<file path="src/rtl/servo_ramp_scheduler.sv">
// ============================================================================
// Module   : servo_ramp_scheduler
// Brief    : Holds per-channel servo on-time setpoints. Accepts clamped target
//            commands and, once per PWM frame, walks every channel one bounded
//            step toward its target (round-robin, one channel per cycle).
// Revision : 1.0 - initial release
// ============================================================================
`default_nettype none

module servo_ramp_scheduler #(
    parameter int NUM_CH       = 4,
    parameter int CH_W         = 2,
    parameter int ON_W         = 28,
    parameter int FRAME_CYCLES = 2000000,
    parameter int STEP         = 1000,
    parameter int MIN_ON       = 100000,
    parameter int MAX_ON       = 200000,
    parameter int INIT_ON      = 150000
) (
    input  logic                   clk,
    input  logic                   reset,
    input  logic                   cmd_valid,
    output logic                   cmd_ready,
    input  logic [CH_W-1:0]        cmd_ch,
    input  logic [ON_W-1:0]        cmd_target,
    input  logic                   freeze,
    output logic [NUM_CH*ON_W-1:0] ontime_out,
    output logic [NUM_CH-1:0]      load_strobe,
    output logic [NUM_CH-1:0]      busy,
    output logic                   frame_tick,
    output logic                   all_settled
);

    localparam int              CNT_W      = (FRAME_CYCLES > 1) ? $clog2(FRAME_CYCLES) : 1;
    localparam logic [CNT_W-1:0] C_LAST_CNT = CNT_W'(FRAME_CYCLES - 1);
    localparam logic [CH_W-1:0]  C_LAST_CH  = CH_W'(NUM_CH - 1);
    localparam logic [CH_W:0]    C_NUM_CH   = (CH_W+1)'(NUM_CH);
    localparam logic [ON_W:0]    C_STEP     = (ON_W+1)'(STEP);
    localparam logic [ON_W-1:0]  C_MIN_ON   = ON_W'(MIN_ON);
    localparam logic [ON_W-1:0]  C_MAX_ON   = ON_W'(MAX_ON);
    localparam logic [ON_W-1:0]  C_INIT_ON  = ON_W'(INIT_ON);

    typedef enum logic [0:0] {
        S_IDLE   = 1'b0,
        S_UPDATE = 1'b1
    } state_t;

    state_t           r_state;
    logic [CNT_W-1:0] r_cnt;
    logic [CH_W-1:0]  r_idx;
    logic [NUM_CH-1:0] r_strobe;
    logic [ON_W-1:0]  r_cur [NUM_CH];
    logic [ON_W-1:0]  r_tgt [NUM_CH];

    logic             w_frame_tick;
    logic             w_cmd_ch_ok;
    logic [ON_W-1:0]  w_clamped;
    logic [ON_W:0]    w_sel_cur;
    logic [ON_W:0]    w_sel_tgt;
    logic [ON_W:0]    w_up;
    logic [ON_W:0]    w_dn_lim;
    logic [ON_W-1:0]  w_next;

    assign w_frame_tick = (r_cnt == C_LAST_CNT);
    assign w_cmd_ch_ok  = ({1'b0, cmd_ch} < C_NUM_CH);

    // Widen by one bit so cur+STEP and tgt+STEP can never wrap
    assign w_sel_cur = {1'b0, r_cur[r_idx]};
    assign w_sel_tgt = {1'b0, r_tgt[r_idx]};
    assign w_up      = w_sel_cur + C_STEP;
    assign w_dn_lim  = w_sel_tgt + C_STEP;

    // Clamp incoming command into the legal servo window
    always_comb begin
        w_clamped = cmd_target;
        if (cmd_target < C_MIN_ON) begin
            w_clamped = C_MIN_ON;
        end else if (cmd_target > C_MAX_ON) begin
            w_clamped = C_MAX_ON;
        end
    end

    // Bounded step of the selected channel toward its target
    always_comb begin
        w_next = r_cur[r_idx];
        if (w_sel_cur < w_sel_tgt) begin
            w_next = (w_up < w_sel_tgt) ? w_up[ON_W-1:0] : r_tgt[r_idx];
        end else if (w_sel_cur > w_sel_tgt) begin
            // cur >= tgt+STEP guarantees cur-STEP does not underflow
            w_next = (w_sel_cur >= w_dn_lim) ? (r_cur[r_idx] - C_STEP[ON_W-1:0])
                                             : r_tgt[r_idx];
        end
    end

    // Frame counter, command capture and round-robin update sequencer
    always_ff @(posedge clk) begin
        if (reset) begin
            r_state  <= S_IDLE;
            r_cnt    <= '0;
            r_idx    <= '0;
            r_strobe <= '0;
            for (int k = 0; k < NUM_CH; k++) begin
                r_cur[k] <= C_INIT_ON;
                r_tgt[k] <= C_INIT_ON;
            end
        end else begin
            r_cnt    <= w_frame_tick ? '0 : r_cnt + CNT_W'(1);
            r_strobe <= '0;
            case (r_state)
                S_IDLE: begin
                    if (w_frame_tick && !freeze) begin
                        r_state <= S_UPDATE;
                        r_idx   <= '0;
                    end else if (cmd_valid && !w_frame_tick && w_cmd_ch_ok) begin
                        // Out-of-range channels are accepted but dropped
                        r_tgt[cmd_ch] <= w_clamped;
                    end
                end
                S_UPDATE: begin
                    r_cur[r_idx] <= w_next;
                    if (w_next != r_cur[r_idx]) begin
                        r_strobe[r_idx] <= 1'b1;
                    end
                    r_idx <= r_idx + CH_W'(1);
                    if (r_idx == C_LAST_CH) begin
                        r_state <= S_IDLE;
                    end
                end
                default: r_state <= S_IDLE;
            endcase
        end
    end

    generate
        for (genvar k = 0; k < NUM_CH; k++) begin : g_ch
            assign ontime_out[k*ON_W +: ON_W] = r_cur[k];
            assign busy[k]                    = (r_cur[k] != r_tgt[k]);
        end
    endgenerate

    assign load_strobe = r_strobe;
    assign frame_tick  = w_frame_tick;
    assign cmd_ready   = (r_state == S_IDLE) && !w_frame_tick;
    assign all_settled = (busy == '0) && (r_state == S_IDLE);

endmodule

`default_nettype wire
</file>
<file path="config.mk">
export PLATFORM = sky130hd
export DESIGN_NAME = servo_ramp_scheduler
export DESIGN_NICKNAME = d
export VERILOG_FILES = /design/src/rtl/servo_ramp_scheduler.sv
export SDC_FILE = /design/constraint.sdc
export NUM_CORES = 1
export LEC_CHECK = 0
export ABC_CLOCK_PERIOD_IN_PS = 10100
export CAP_MARGIN = 20
export CORE_AREA = 2 2 187 189
export CTS_BUF_LIST = sky130_fd_sc_hd__clkbuf_4
export CTS_CLUSTER_SIZE = 28
export DETAILED_ROUTE_END_ITERATION = 7
export DIE_AREA = 0 0 189 191
export GPL_TIMING_DRIVEN = 0
export PLACE_DENSITY = 0.82
export RECOVER_POWER = 100
export SYNTH_ARGS = -nofsm -noshare
export SYNTH_HDL_FRONTEND = slang
export SYNTH_SLANG_ARGS = --single-unit
</file>
<file path="constraint.sdc">
create_clock -name clk -period 10.1 [get_ports clk]
set_input_delay 1.515 -clock clk [delete_from_list [all_inputs] [get_ports clk]]
set_output_delay 1.515 -clock clk [all_outputs]
set_load 0.1 [all_outputs]
</file>
**After elaboration in Yosys (flattened, before gate mapping)**

Memory sizes are Yosys's and may differ from the RTL's. A register that Yosys moved wholly into a read port is not among the register bits.
Cells that the tools add are included.
W data, S select, Z words.

- Add/sub/neg operators: 5
- Multipliers: 0
- Divide/modulo/power cells: 0
- Order comparisons: 8
- Equality and inequality tests: 8
- Shifts and indexed selects: 0
- Multiplexer cells: 33
- Bitwise logic cells: 2
- Reduce and logical (&&, ||, !) cells: 12

Operators with widths:

| operator | number |
|---|---|
| $mux W28 | 8 |
| $ne A28 B28 Y1 | 5 |
| $add A28 B10 Y29 const B | 2 |
| $reduce_or A28 Y1 | 2 |
| $ge A28 B29 Y1 | 1 |
| $lt A29 B28 Y1 | 1 |
| $gt A28 B18 Y1 const B | 1 |
| $gt A28 B28 Y1 | 1 |
| $lt A28 B17 Y1 const B | 1 |
| $lt A28 B28 Y1 | 1 |
| $sub A28 B10 Y28 const B | 1 |
| $add A21 B1 Y21 const B | 1 |
| $eq A21 B21 Y1 const B | 1 |
| $mux W1 | 15 |
| $mux W2 | 7 |
| $logic_and A1 B1 Y1 | 5 |
| $logic_not A4 Y1 | 1 |
| $pmux W2 S2 | 1 |
| $lt A2 B3 Y1 const B | 1 |
| $reduce_or A3 Y1 | 1 |
| $add A2 B1 Y2 const B | 1 |
| $demux W1 S2 | 1 |
| $eq A2 B2 Y1 const B | 1 |
| $ge A2 B1 Y1 const B | 1 |
| 5 further kinds | 7 |

- Bits in registers: 28
- Latch bits: 0
- Bits in writable memories: 224
- Memory bits (read-only): 0
- Input bits: 34
- Output and inout bits: 123
- Word-level logic and storage cells: 74
- Memories kept: 2

Memory list:

| memory | words | bits a word | read ports | clocked after memory_dff | wr ports | RTL line | text |
|---|---|---|---|---|---|---|---|
| r_cur | 4 | 28 | 5 | 1 | 4 | 52 | `logic [ON_W-1:0] r_cur [NUM_CH];` |
| r_tgt | 4 | 28 | 5 | 1 | 4 | 53 | `logic [ON_W-1:0] r_tgt [NUM_CH];` |

**Longest topological paths before layout**

Gate-level depths: netlist of run 1.

- Depth after elaboration: 10
- Depth in mapped cells: 25
- Gate-level depth less buffers: 21

**Least setup slack after synthesis of run 1**

Ideal clock, no wire load.

- Kind: reg2out
- Start point: memory r_cur[0][14]
- End point: output port all_settled
- Arrival time: 4.564 ns
- Data required time: 8.585 ns
- Slack: 4.021 ns
- Cell stages (with the launch flop): 7
- Buffers on the path: 0
- Cells stage by stage: edfxtp_1 > xnor2_1 > nand4_1 > nor4_1 > nand4_1 > or4_1 > nor2_1

RTL lines:

| what | RTL line | text |
|---|---|---|
| from (decl) | 52 |  |
| to (decl) | 31 | `output logic all_settled` |

==> qor.yml, run 1 <==
critical_path:
  cp.arrival_ps: 9440
  critPathKind: "reg2reg"
  crit_path_end_kind: "register"
  slowest_stage: "or4_1"
  worst_path_largest_cell_delay_ps: 700
  crit_required_ps: 10650
  crit_fanout: 11
  crit_chain: "clkbuf_1 -> clkbuf_1 -> mux4_1 -> clkbuf_1 -> nand4_1 -> or4_1 -> a21oi_1 -> nand4_1 -> xnor2_1 -> ha_1 -> nand3_1 -> nor3_1 -> nand3_1 -> a21oi_1 -> or3_1 -> clkbuf_1 -> nand2_1 -> a32oi_1 -> o21ai_1 -> a2111oi_1 -> nand4_1 -> nor4_4 -> nor2_1"
  cp-start-kind: "register"
  cpMostUsedCell: "clkbuf_1"
  rr_worst_depth: 23
synthesis:
  synth_commonest_cells: "edfxtp_1, nor2_1, nand2_1"
  synth_area_um2: 16900
  ys_async_sr_fraction_pct: 0
  yosysWarningCount: 0
  syn_avg_cell_area_um2: 10.5
  synth_cells: 1604
  synth_edf_count: 224
  synth_top_area_share_pct: 39.8
  synth.most_common_cell: "edfxtp_1"
  synth.largest_area_cell: "edfxtp_1"
  ys.flop_type: "edfxtp_1"
  synth.area.top_cells: "edfxtp_1, mux4_2, xnor2_1"
  ys_seq_elements: 254
  synth.distinct_cells: 92
  yosysSeqAreaShare_pct: 43.4
global_routing:
  grt_pass1_wl_um: 94600
  grt_pass1_vias: 14700
  grtUsageTotal_pct: 36.0
  overflow: 0
  grt_start_max_net_pins: 29
  antenna_found_initial: 5
routing:
  drtIter0Drc: 2053
  dr.pass1.iters: 6
  wl_um: 65900
  ant_nets: 0
  vias: 15300
  routed_via_density: 6.51
  wl_per_cell_um: 28.0
  drc: 0
clocking:
  hold_buffers: 0
  cts_max_level: 2
  clk_latency_ps: 710
  postCtsSetupBuffers: 0
  clkSinkCount: 254
  clkTransAtPathRegs_ps: 70
  cts_resized: 0
  cts_root_buffer: "clkbuf_4"
  cts_buffers: 54
  cts_tree: "built"
  cts_buffer_depth: 3
cells_and_area:
  area_delta_synth_final_pct: 17.5
  final_layout_size_suffix_gt1_share_pct: 10.0
  final_util_pct: 58.2
  nets: 1975
  finalInstanceArea_um2: 19800
floorplanning:
  io_pins: 157
  die-area_um2: 36100
  rows: 68
  start_util_pct: 49.5
  die_h_um: 191
  fp.coreArea_um2: 34100
  die_w_um: 189
timing:
  hold_violations: 0
  fmax_mhz: 112
  whs_ps: 461
  slew-limit-headroom_pct: -96.0
  finClkSkew_ps: 38.2
  worstMarginPinSlew_ps: 2940
  post-route-period-util_pct: 88.1
  drv_slew: 203
  tns_ps: 0
  rsz0062_at_grt: "no"
  setup_violations: 0
  fin_crit_ps: 8900
flow_run:
  cap_viol_max_count: 7
min_path:
  hold_class: "reg2reg"
  hold_path_depth: 1
pwr:
  switching_share_pct: 31.5
  leakage_nw: 7.16
  power.total_mw: 2.51
  p_per_area_nw_per_um2: 126
  peakVddDrop_uv: 109
  power_frac_comb_pct: 19.6
  seq_power_share_pct: 48.3
  p_int_mw: 1.72
  switchingPower_uw: 790
  clockPowerShare_pct: 32.1
placed_design:
  hpwlAfterDp_um: 51100
  place_area_um2: 19200
  gp_congestion: 1.06
  portBuffers: 155
status:
  violations: "max-capacitance violations, max-slew violations"
  status: "finished with violations"
[state kept, by name (all words and copies together) (netlist names), named ones only]
signal       count
r_cur          112
r_tgt          112
r_cnt           21
r_idx            2
load_strobe      4
r_state          1
[area by class of cell]
cell class,instances,area (µm²)
inverter,53,199
clock inverter,16,115
multi-input combinational,1263,9110
clock buffer,78,586
buffer,73,378
timing repair buffer,156,1560
sequential,254,7330
tap,455,569
antenna,3,7.51
fill,2892,14300
[kinds of logic after synthesis]
kind of cell | share of synthesized area [%]
buf+inv | 3.48
mux | 8.57
xor+xnor | 10.2
compound gates | 9.06
fa+ha+maj | 6.37
other cells | 0.0222
flops | 43.4
simple gates | 18.9
[stage by stage]
step                cells  setup WS (ps)
finish               2351           1200
global route         2349           1150
CTS                  2348           2570
detailed placement   2254           2650
global placement     2253           2700
floorplan            1643           4020
[routing by layer]
layer	part of all wire, %	track usage (%)	up-vias
met5	0.073	0	-
met2	47	59.7	1241
met4	6.1	19.6	6
met3	12	7.09	275
li1	-	-	6475
met1	35	44.4	7297
[worst max-delay path: cells and delay by family, from the launching register on]
kind	cells	cell delay, ps
flops	1	350
fa+ha+maj	1	320
xor+xnor	1	180
simple gates	11	3030
mux	1	350
buf+inv	4	2370
compound gates	5	2120
[power groups by stage]
stage	registers (mW)	logic, mW	clock network, mW
after floorplan	1.30	0.227	0
after global placement	1.23	0.473	0
after detailed placement	1.23	0.479	0
after CTS	1.21	0.481	0.800
after global routing	1.21	0.508	0.847
final	1.21	0.490	0.804
[cells in the final DEF (no fill, tap or decap), types with 8 or more instances in the layout]
cell             synthesis  routed
a211oi_1                16      16
a21o_1                   9       9
a21oi_1                 60      60
a31oi_1                  8       8
and2_1                  16      10
and3_1                  28      28
buf_2                   19      14
clkbuf_1                40      47
clkbuf_4                 0      78
clkdlybuf4s50_1          0      28
clkinv_1                 0      12
conb_1                   1      40
dfxtp_1                 30      30
dlygate4sd3_1            0     127
edfxtp_1               224     224
ha_1                    86      86
inv_1                   52      52
mux2i_1                 10      10
mux4_2                  51      51
nand2_1                148     149
nand2b_1                16      16
nand3_1                 45      45
nand4_1                 46      46
nor2_1                 201     201
nor2b_1                  9       9
nor3_1                  34      35
nor4_1                  36      36
o21ai_0                 48      48
o31ai_1                  8       8
xnor2_1                123     123
xor2_1                  74      74
[final timing paths]
kind	to	start	slack, ps
max	load_strobe[1]	register	1200
min	r_cnt[0]	r_cnt[0]	460
max reg2reg	load_strobe[1]	register	1200
min reg2reg	r_cnt[0]	r_cnt[0]	460
No activity file was read; power rests on OpenSTA's default activity.
==> run 2: changes to the inputs <==
--- a/config.mk
+++ b/config.mk
@@ -12,6 +12,7 @@
 export CTS_CLUSTER_SIZE = 28
 export DETAILED_ROUTE_END_ITERATION = 7
 export DIE_AREA = 0 0 189 191
+export GPL_ROUTABILITY_DRIVEN = 0
 export GPL_TIMING_DRIVEN = 0
 export PLACE_DENSITY = 0.82
 export RECOVER_POWER = 100
==> qor.yml, run 2 (synthesis results as in run 1) <==
critical_path:
  crit_end: "load_strobe[0]"
  rr_worst_depth: 24  # +4.3%
  critPathKind: "reg2reg"
  crit_path_end_kind: "register"
  timing.rr.end: "load_strobe[0]"
  crit_required_ps: 10670  # +20 ps
  r2r_slack_ps: 1270  # +70 ps
  cp-start-kind: "register"
  crit_fanout: 11  # unchanged
  cp.arrival_ps: 9400  # -40 ps
timing:
  post-route-period-util_pct: 87.4  # -0.69 points
  setup_violations: 0  # unchanged
  drv_slew: 232  # +14%
  fin_crit_ps: 8830  # -69.3 ps
  worstMarginPinSlew_ps: 2680  # -261 ps
  fmax_mhz: 113  # +0.78%
  rsz0062_at_grt: "no"
  finClkSkew_ps: 40.8  # +2.61 ps
  slew-limit-headroom_pct: -78.6  # +17 points
  tns_ps: 0  # unchanged
  hold_violations: 0  # unchanged
pwr:
  p_per_area_nw_per_um2: 125  # -0.68%
  peakVddDrop_uv: 120  # +9.9%
  leakage_nw: 7.17  # +0.11%
  power.total_mw: 2.49  # -0.69%
placed_design:
  hpwlAfterDp_um: 46800  # -8.3%
  place_area_um2: 19200  # -0.14%
  portBuffers: 155  # unchanged
cells_and_area:
  nFillCells: 2701  # -6.6%
  area_delta_synth_final_pct: 17.5  # about the same
  finalInstanceArea_um2: 19800  # about the same
  nets: 1979  # +0.20%
  final_layout_size_suffix_gt1_share_pct: 10.1  # +0.063 points
  layout_common_cells: "edfxtp_1, nor2_1, nand2_1"
  layout_commonest_cell: "edfxtp_1"
  largestRegisters: "r_cur: 112 flops, r_tgt: 112 flops, r_cnt: 21 flops"
  final_util_pct: 58.1  # about the same
global_routing:
  grt_start_max_net_pins: 29  # unchanged
  grtUsageTotal_pct: 34.5  # -1.4 points
  overflow: 0  # unchanged
  grt_pass1_vias: 15400  # +4.3%
  grt_pass1_wl_um: 92300  # -2.4%
  antenna_found_initial: 1  # -4
routing:
  drc: 42  # +42
  wl_per_cell_um: 26.6  # -5.3%
  dr.pass1.iters: 8  # +2
  ant_nets: 0  # unchanged
  routed_via_density: 6.62  # +1.8%
  wl_um: 62600  # -5.1%
  vias: 15600  # +2.1%
  drtIter0Drc: 2811  # +37%
clocking:
  hold_buffers: 0  # unchanged
  postCtsSetupBuffers: 0  # unchanged
  cts_resized: 0  # unchanged
  cts_max_level: 2  # unchanged
  clkTransAtPathRegs_ps: 70  # about the same
  cts_root_buffer: "clkbuf_4"
  clk_latency_ps: 700  # about the same
  cts_buffers: 56  # +3.7%
  cts_buffer_depth: 3  # unchanged
  clkSinkCount: 254  # unchanged
  cts_tree: "built"
floorplanning:
  die_h_um: 191  # unchanged
  start_util_pct: 49.5  # unchanged
  fp.coreArea_um2: 34100  # unchanged
  io_pins: 157  # unchanged
  die-area_um2: 36100  # unchanged
  die_w_um: 189  # unchanged
  rows: 68  # unchanged
status:
  status: "finished with violations"
  violations: "design-rule violations, max-capacitance violations, max-slew violations"
flow_run:
  cap_viol_max_count: 8  # +1
min_path:
  hold_class: "reg2reg"
## run 2: layout make-up
class                   count  area (µm²)  area share, %
diodes                      1        2.50         0.0126
plain buffers              73         375           1.89
clock buffers              79         593           2.99
clock inverters            21         113          0.568
inverters                  53         199           1.00
multi-input cells        1263        9100           45.9
flip-flops and latches    254        7330           36.9
well taps                 455         569           2.87
repair buffers            158        1560           7.88
## run 2: critical path, cell delays in order (launching register included)
cell	delay, ps
dfxtp_1	330
clkbuf_1	620
clkbuf_1	640
mux4_1	330
clkbuf_1	570
nand4_1	320
or4_1	690
a21oi_1	410
nand4_1	170
xnor2_1	240
ha_1	280
nand3_1	150
nor3_1	120
o21ai_0	120
o211ai_1	160
nor3_1	290
clkbuf_1	470
clkbuf_1	560
nand2_1	120
a32oi_1	320
o21ai_0	420
a2111oi_1	640
nand4_1	250
nor4_4	380
nor2_1	110
## run 2: how the worst min path moves through the flow
| stage | startpoint | cells past startpoint | endpoint | slack, ps |
|---|---|---|---|---|
| floorplan | r_cnt[0] | 1 | r_cnt[0] | 430 |
| global placement | r_cnt[0] | 1 | r_cnt[0] | 440 |
| detailed placement | r_cnt[0] | 1 | r_cnt[0] | 460 |
| CTS | r_cnt[0] | 1 | r_cnt[0] | 470 |
| global route | r_cnt[0] | 1 | r_cnt[0] | 510 |
| finish | r_cnt[0] | 1 | r_cnt[0] | 470 |
## run 2: through the flow
| step | hold WS (ps) | worst slack [ps] | cells |
|---|---|---|---|
| after global routing | 507 | 1260 | 2357 |
| final | 466 | 1270 | 2357 |
| after floorplan | 426 | 4020 | 1643 |
| after global placement | 440 | 3190 | 2253 |
| after CTS | 473 | 3080 | 2353 |
| after detailed placement | 459 | 3110 | 2253 |
## run 2: per-layer routing
metal | GRT usage (%) | share of wire (%) | vias to the layer above
li1 | - | - | 6455
met3 | 12.5 | 15 | 419
met5 | 0 | 0 | -
met1 | 39.7 | 32 | 7197
met4 | 25.1 | 8.7 | 0
met2 | 53.4 | 44 | 1540
## run 2: power breakdown
part	switching (mW)	internal, mW	total [mW]
Clock	0.402	0.388	0.790
Combinational	0.352	0.133	0.486
Sequential	0.0334	1.18	1.21
==> run 3: changes to the inputs <==
--- a/config.mk
+++ b/config.mk
@@ -16,6 +16,7 @@
 export GPL_TIMING_DRIVEN = 0
 export PLACE_DENSITY = 0.82
 export RECOVER_POWER = 100
+export SETUP_SLACK_MARGIN = 0.15
 export SYNTH_ARGS = -nofsm -noshare
 export SYNTH_HDL_FRONTEND = slang
 export SYNTH_SLANG_ARGS = --single-unit
==> results of run 3 <==
No change in the layout: final DEF, timing and power equal those of run 2.
